<file path="config.mk">
export PLATFORM = sky130hd
export DESIGN_NAME = stream_capture
export DESIGN_NICKNAME = d
export VERILOG_FILES = /design/src/rtl/stream_capture.sv
export SDC_FILE = /design/constraint.sdc
export NUM_CORES = 2
export LEC_CHECK = 0
export BUFFER_PORTS_ARGS = -buffer_cell sky130_fd_sc_hd__clkbuf_2
export CAP_MARGIN = 20
export CORE_MARGIN = 2
export CORE_UTILIZATION = 40
export CTS_BUF_LIST = sky130_fd_sc_hd__clkbuf_4 sky130_fd_sc_hd__clkbuf_8 sky130_fd_sc_hd__clkbuf_16
export DETAILED_ROUTE_END_ITERATION = 10
export SKIP_LAST_GASP = 1
export SYNTH_ARGS = -nofsm -noshare
export SYNTH_HDL_FRONTEND = slang
export SYNTH_SLANG_ARGS = --single-unit
</file>
<file path="constraint.sdc">
create_clock -name clk -period 4.8 [get_ports clk]
set_input_delay 0.72 -clock clk [delete_from_list [all_inputs] [get_ports clk]]
set_output_delay 0.72 -clock clk [all_outputs]
set_load 0.02 [all_outputs]
</file>
<file path="src/rtl/stream_capture.sv">
// Captures DEPTH samples into a simple dual-port RAM, then streams them back in write order.
// First readback beat lands two edges after the final write; readback honours m_tready, the capture side cannot stall.
module stream_capture #(
  parameter int WORDLENGTH        = 14,
  parameter int FRACTIONAL_LENGTH = 6,
  parameter int DEPTH             = 128
) (
  input  logic                  clk,
  input  logic                  arstn,
  input  logic                  start,
  input  logic [WORDLENGTH-1:0] s_tdata,
  input  logic                  s_tvalid,
  output logic [WORDLENGTH-1:0] m_tdata,
  output logic                  m_tvalid,
  input  logic                  m_tready,
  output logic                  m_tlast,
  output logic                  busy,
  output logic                  done,
  output logic                  dropped
);

  localparam int            AW       = $clog2(DEPTH);
  localparam logic [AW-1:0] LAST_IDX = AW'(DEPTH - 1);

  generate
    if (DEPTH < 4 || (DEPTH & (DEPTH - 1)) != 0) begin : g_bad_depth
      $error("stream_capture: DEPTH must be a power of two and at least 4");
    end
    if (FRACTIONAL_LENGTH < 0 || FRACTIONAL_LENGTH > WORDLENGTH) begin : g_bad_frac
      $error("stream_capture: FRACTIONAL_LENGTH must lie within 0..WORDLENGTH");
    end
  endgenerate

  typedef enum logic [1:0] {
    IDLE    = 2'd0,
    CAPTURE = 2'd1,
    DRAIN   = 2'd2
  } state_t;

  state_t                state;
  logic [AW-1:0]         wr_ptr;
  logic [AW-1:0]         rd_ptr;
  logic                  primed;
  logic [WORDLENGTH-1:0] mem [DEPTH];
  logic [WORDLENGTH-1:0] rd_data;
  logic                  wr_en;
  logic                  rd_en;
  logic                  xfer;

  assign xfer  = m_tvalid & m_tready;
  assign wr_en = (state == CAPTURE) & s_tvalid;
  // Fetch the first word once primed, then one more per accepted non-last beat.
  assign rd_en = (state == DRAIN) & primed & (~m_tvalid | (m_tready & ~m_tlast));

  always_ff @(posedge clk) begin
    if (wr_en) begin
      mem[wr_ptr] <= s_tdata;
    end
  end

  always_ff @(posedge clk) begin
    if (rd_en) begin
      rd_data <= mem[rd_ptr];
    end
  end

  // Read register carries no reset so it maps onto RAM; gating gives zero data while idle or in reset.
  assign m_tdata = m_tvalid ? rd_data : '0;

  always_ff @(posedge clk or negedge arstn) begin
    if (!arstn) begin
      state    <= IDLE;
      wr_ptr   <= '0;
      rd_ptr   <= '0;
      primed   <= 1'b0;
      m_tvalid <= 1'b0;
      m_tlast  <= 1'b0;
      busy     <= 1'b0;
      done     <= 1'b0;
      dropped  <= 1'b0;
    end else begin
      done <= 1'b0;
      case (state)
        IDLE: begin
          if (start) begin
            state   <= CAPTURE;
            busy    <= 1'b1;
            wr_ptr  <= '0;
            dropped <= s_tvalid;
          end else if (s_tvalid) begin
            dropped <= 1'b1;
          end
        end
        CAPTURE: begin
          if (s_tvalid) begin
            wr_ptr <= wr_ptr + AW'(1);
            if (wr_ptr == LAST_IDX) begin
              state  <= DRAIN;
              rd_ptr <= '0;
              primed <= 1'b0;
            end
          end
        end
        DRAIN: begin
          if (s_tvalid) begin
            dropped <= 1'b1;
          end
          primed <= 1'b1;
          if (rd_en) begin
            m_tvalid <= 1'b1;
            m_tlast  <= (rd_ptr == LAST_IDX);
            rd_ptr   <= rd_ptr + AW'(1);
          end else if (xfer && m_tlast) begin
            m_tvalid <= 1'b0;
            m_tlast  <= 1'b0;
            done     <= 1'b1;
            busy     <= 1'b0;
            state    <= IDLE;
          end
        end
        default: begin
          state <= IDLE;
          busy  <= 1'b0;
        end
      endcase
    end
  end

endmodule

</file>
==> impl_metrics.prom <==
# TYPE chip_impl_metric gauge
chip_impl_info{name="hold_path_class",value="primary input to flip-flop"} 1
chip_impl_metric{name="worst_slew_pin_slew",unit="ns"} 1.207
chip_impl_metric{name="dpl.hpwl",unit="um"} 122000
chip_impl_info{name="cp_top_family",value="compound AO/OA/AOI/OAI gates"} 1
chip_impl_metric{name="fin_tns_setup",unit="ns"} 0
chip_impl_info{name="ys_top_cells_by_area",value="edfxtp_1 76%, mux4_2 9.9%, mux2i_1 3.9%, nor2_1 0.83%, dfrtp_1 0.77%"} 1
chip_impl_metric{name="final_design_area_no_fill",unit="sq mm"} 0.08100
chip_impl_metric{name="path_depth",unit=""} 7
chip_impl_metric{name="grt_pass1_wl",unit="um"} 275400
chip_impl_metric{name="syn-num-nets",unit=""} 3453
chip_impl_metric{name="number_of_antenna_violations_at_the_first_check_in_global_routing",unit=""} 9
chip_impl_info{name="timing.critical_path.cells",value="buf_12 > nor2b_2 > buf_4 > a22o_1 > a211oi_1 > a211oi_1 > o32a_1"} 1
chip_impl_metric{name="cts_post_setup_buffers_inserted",unit=""} 0
chip_impl_metric{name="slew-limit-headroom",unit=""} 0.1749
chip_impl_metric{name="critical-path-max-stage-delay",unit="ns"} 0.91
chip_impl_metric{name="numPortBuffers",unit=""} 37
chip_impl_info{name="tritoncts",value="yes"} 1
chip_impl_metric{name="cp_data_arrival_time",unit="ns"} 4.61
chip_impl_info{name="final_common_cell",value="edfxtp_1"} 1
chip_impl_metric{name="clk-insertion-delay-late",unit="ns"} 0.82
chip_impl_metric{name="cts-buffers-inserted",unit=""} 181
chip_impl_info{name="setup.worst_path.end_class",value="flip-flop"} 1
chip_impl_metric{name="layout.nets",unit=""} 3737
chip_impl_metric{name="drv.max_cap_violation_count",unit=""} 0
chip_impl_metric{name="post_cts_hold_buffer_count",unit=""} 1
chip_impl_metric{name="preCtsSetupSlack",unit="ns"} 1.033
chip_impl_metric{name="worst_slack",unit="ns"} 0.8720
chip_impl_metric{name="floorplan.initialDensity",unit=""} 0.4030
chip_impl_metric{name="synth_top_area_frac",unit=""} 0.7632
chip_impl_metric{name="clk_transition_reported_paths",unit="ns"} 0.06
chip_impl_metric{name="tritoncts_num_sinks",unit=""} 1828
chip_impl_info{name="rsz0062_at_grt",value="no"} 1
chip_impl_metric{name="p_per_area",unit="mW/mm^2"} 416.8
chip_impl_metric{name="ys_async_sr_fraction",unit=""} 0.01204
chip_impl_metric{name="floorplan.die_area",unit="sq mm"} 0.1810
chip_impl_info{name="synth-main-ff-cell",value="edfxtp_1"} 1
chip_impl_metric{name="worst_vdd_rail_ir_drop",unit="mV"} 0.3891
chip_impl_info{name="run_status",value="complete, no violations"} 1
chip_impl_metric{name="route.detailed.vias_per_inst",unit=""} 5.866
chip_impl_metric{name="cts.repair.resized",unit=""} 0
chip_impl_metric{name="power.leakage",unit="uW"} 0.02482
chip_impl_metric{name="wire_per_inst",unit="um"} 31.47
chip_impl_metric{name="synthDistinctLibCells",unit=""} 70
chip_impl_metric{name="post-route-util",unit=""} 0.4594
chip_impl_metric{name="die-height",unit="um"} 425.5
chip_impl_metric{name="grt_max_degree",unit=""} 104
chip_impl_metric{name="critPathBufInv",unit=""} 2
chip_impl_metric{name="antenna_left",unit=""} 0
chip_impl_info{name="clock-root-buffer",value="clkbuf_16"} 1
chip_impl_info{name="post-synth-top-area-cell",value="edfxtp_1"} 1
chip_impl_metric{name="final_layout_size_suffix_gt1_frac",unit=""} 0.2519
chip_impl_metric{name="placedInstanceArea",unit="sq mm"} 0.07510
chip_impl_metric{name="fin_crit_sh",unit=""} 0.8183
chip_impl_metric{name="final-setup-viol-count",unit=""} 0
chip_impl_metric{name="area.growth.synth_to_final",unit="%"} 14.00
chip_impl_metric{name="min_period",unit="ns"} 3.928
chip_impl_metric{name="detailedRoute.firstIterationViolations",unit=""} 5554
chip_impl_metric{name="row_count",unit=""} 154
chip_impl_metric{name="floorplan.io_pins",unit=""} 38
chip_impl_metric{name="synthesis.yosys.warnings",unit=""} 0
chip_impl_info{name="mostFrequentLayoutCells",value="1806 x edfxtp_1, 313 x mux4_2, 276 x mux2i_1"} 1
chip_impl_metric{name="chipWidth",unit="um"} 425.5
chip_impl_metric{name="fin_hold_viols",unit=""} 0
chip_impl_metric{name="vias_in_the_first_global_route",unit=""} 35350
chip_impl_metric{name="drc",unit=""} 0
chip_impl_metric{name="final_max_slew_viol_count",unit=""} 0
chip_impl_metric{name="ctsHtreeMaxLevel",unit=""} 4
chip_impl_metric{name="core_region_area",unit="sq mm"} 0.1763
chip_impl_metric{name="flip_flop_and_latch_count_after_synthesis",unit=""} 1828
chip_impl_metric{name="globalRouteOverflowTotal",unit=""} 0
chip_impl_metric{name="routed_wirelength",unit="um"} 195200
chip_impl_metric{name="worstRegToRegCells",unit=""} 7
chip_impl_metric{name="worstPathMaxFanout",unit=""} 46
chip_impl_metric{name="critPathRequiredTime",unit="ns"} 5.48
chip_impl_metric{name="place.gp.congestion",unit=""} 0.8731
chip_impl_metric{name="hold-worst-slack",unit="ns"} 0.2185
chip_impl_info{name="start_kind",value="flip-flop"} 1
chip_impl_metric{name="syn_area_per_cell",unit="sq um"} 20.70
chip_impl_metric{name="route.vias.total",unit=""} 36400
chip_impl_info{name="cp_slowest_cell",value="a211oi_1"} 1
chip_impl_metric{name="clock_path_buffers",unit=""} 3
chip_impl_metric{name="drtPass1Iterations",unit=""} 5
chip_impl_metric{name="synth_enable_flop_cells",unit=""} 1806
chip_impl_metric{name="timing.hold.worst_path_depth",unit=""} 2
chip_impl_metric{name="post_synthesis_sequential_area_ratio",unit=""} 0.7710
chip_impl_info{name="critPathMostFrequentCell",value="a211oi_1"} 1
chip_impl_metric{name="register_to_register_setup_slack",unit="ns"} 0.87
chip_impl_metric{name="final.setup_skew",unit="ns"} 0.03250
chip_impl_metric{name="syn-instance-count",unit=""} 3432
chip_impl_info{name="timing.setup.critical_path_class",value="flip-flop to flip-flop"} 1
chip_impl_metric{name="groute.usage.overall",unit=""} 0.2150
chip_impl_metric{name="synth.cell_area",unit="sq mm"} 0.07105
chip_impl_metric{name="max_clock_freq",unit="MHz"} 254.6
## kinds of logic (layout without fill, tap and decap cells)
kind of cell	Yosys count	after routing	share of synthesized area
buffers and inverters	214	645	0.01951
XOR/XNOR	5	5	0.0006164
flip-flops	1828	1828	0.7710
adder cells (fa/ha/maj)	2	2	0.0003521
multiplexers	630	630	0.1452
other	0	2	0
AND/OR/NAND/NOR	361	361	0.02347
AO/OA/AOI/OAI	392	392	0.03983
## stage by stage
step                cells  total power, uW
floorplan            3432            19150
global placement     5868            20060
detailed placement   5871            20080
CTS                  6202            33930
global route         6203            34680
finish               6205            33760
## layer usage
metal,routed length [um],part of all wire,vias up,global-route usage
met5,14,0.000072,-,0
met4,5883,0.030,2,0.06472
met3,16150,0.083,287,0.03312
met2,91940,0.47,1782,0.3352
met1,81250,0.42,19460,0.3129
li1,-,-,14870,-
## path summary, 6_finish.rpt
path / endpoint / startpoint
max: rd_data[10]$_DFFE_PN_ / rd_ptr[0]$_DFFE_PN0P_
min: dropped$_DFFE_PN0P_ / s_tvalid
max reg2reg: rd_data[10]$_DFFE_PN_ / rd_ptr[0]$_DFFE_PN0P_
min reg2reg: m_tvalid$_DFFE_PN0P_ / primed$_DFFE_PN0P_
max in group asynchronous: rd_ptr[2]$_DFFE_PN0P_ / arstn
min in group asynchronous: done$_DFF_PN0_ / arstn
## area by class of cell
cell class | instances | area [sq um]
well taps | 2340 | 2928
clock buffers | 229 | 4938
fillers | 14650 | 95310
clock inverters | 101 | 914.6
multi-input cells | 1390 | 14950
inverters | 10 | 37.54
flip-flops and latches | 1828 | 54800
repair buffers | 305 | 2435
diodes | 2 | 5.005
## power breakdown
group	switching [uW]	total (uW)	internal, uW	leakage, uW
Clock	5970	14000	8040	0.00294
Combinational	1270	1840	569	0.00538
Sequential	119	17900	17800	0.0165
Total	7360	33800	26400	0.0248
## registers in the layout, summed over array words and instances, names as in the netlist
name / cells
busy: 1
done: 1
dropped: 1
m_tlast: 1
m_tvalid: 1
mem: 1792
primed: 1
rd_data: 14
rd_ptr: 7
state: 2
wr_ptr: 7
## cells in the mapped netlist, types with 6 or more instances
cell type  instances
nand3b_1           8
a31oi_1           13
a22o_1            18
mux2_2            38
nand3_1           28
nand2_1           75
o211ai_1          11
a2111oi_0         12
edfxtp_1        1806
nor2_1           158
a211oi_1          43
o32a_1            12
inv_1              8
o22ai_1           37
a221oi_1          25
mux4_2           313
dfrtp_1           22
a22oi_1           67
buf_2             64
nor3_1            11
clkbuf_1          56
o21ai_0           22
or3_1              6
buf_6             37
mux2i_1          276
o221ai_1          36
and2_1            21
nand2b_1           9
buf_4             38
nor2b_1           23
a21oi_1           65
No activity file was read; power rests on OpenSTA's default activity.
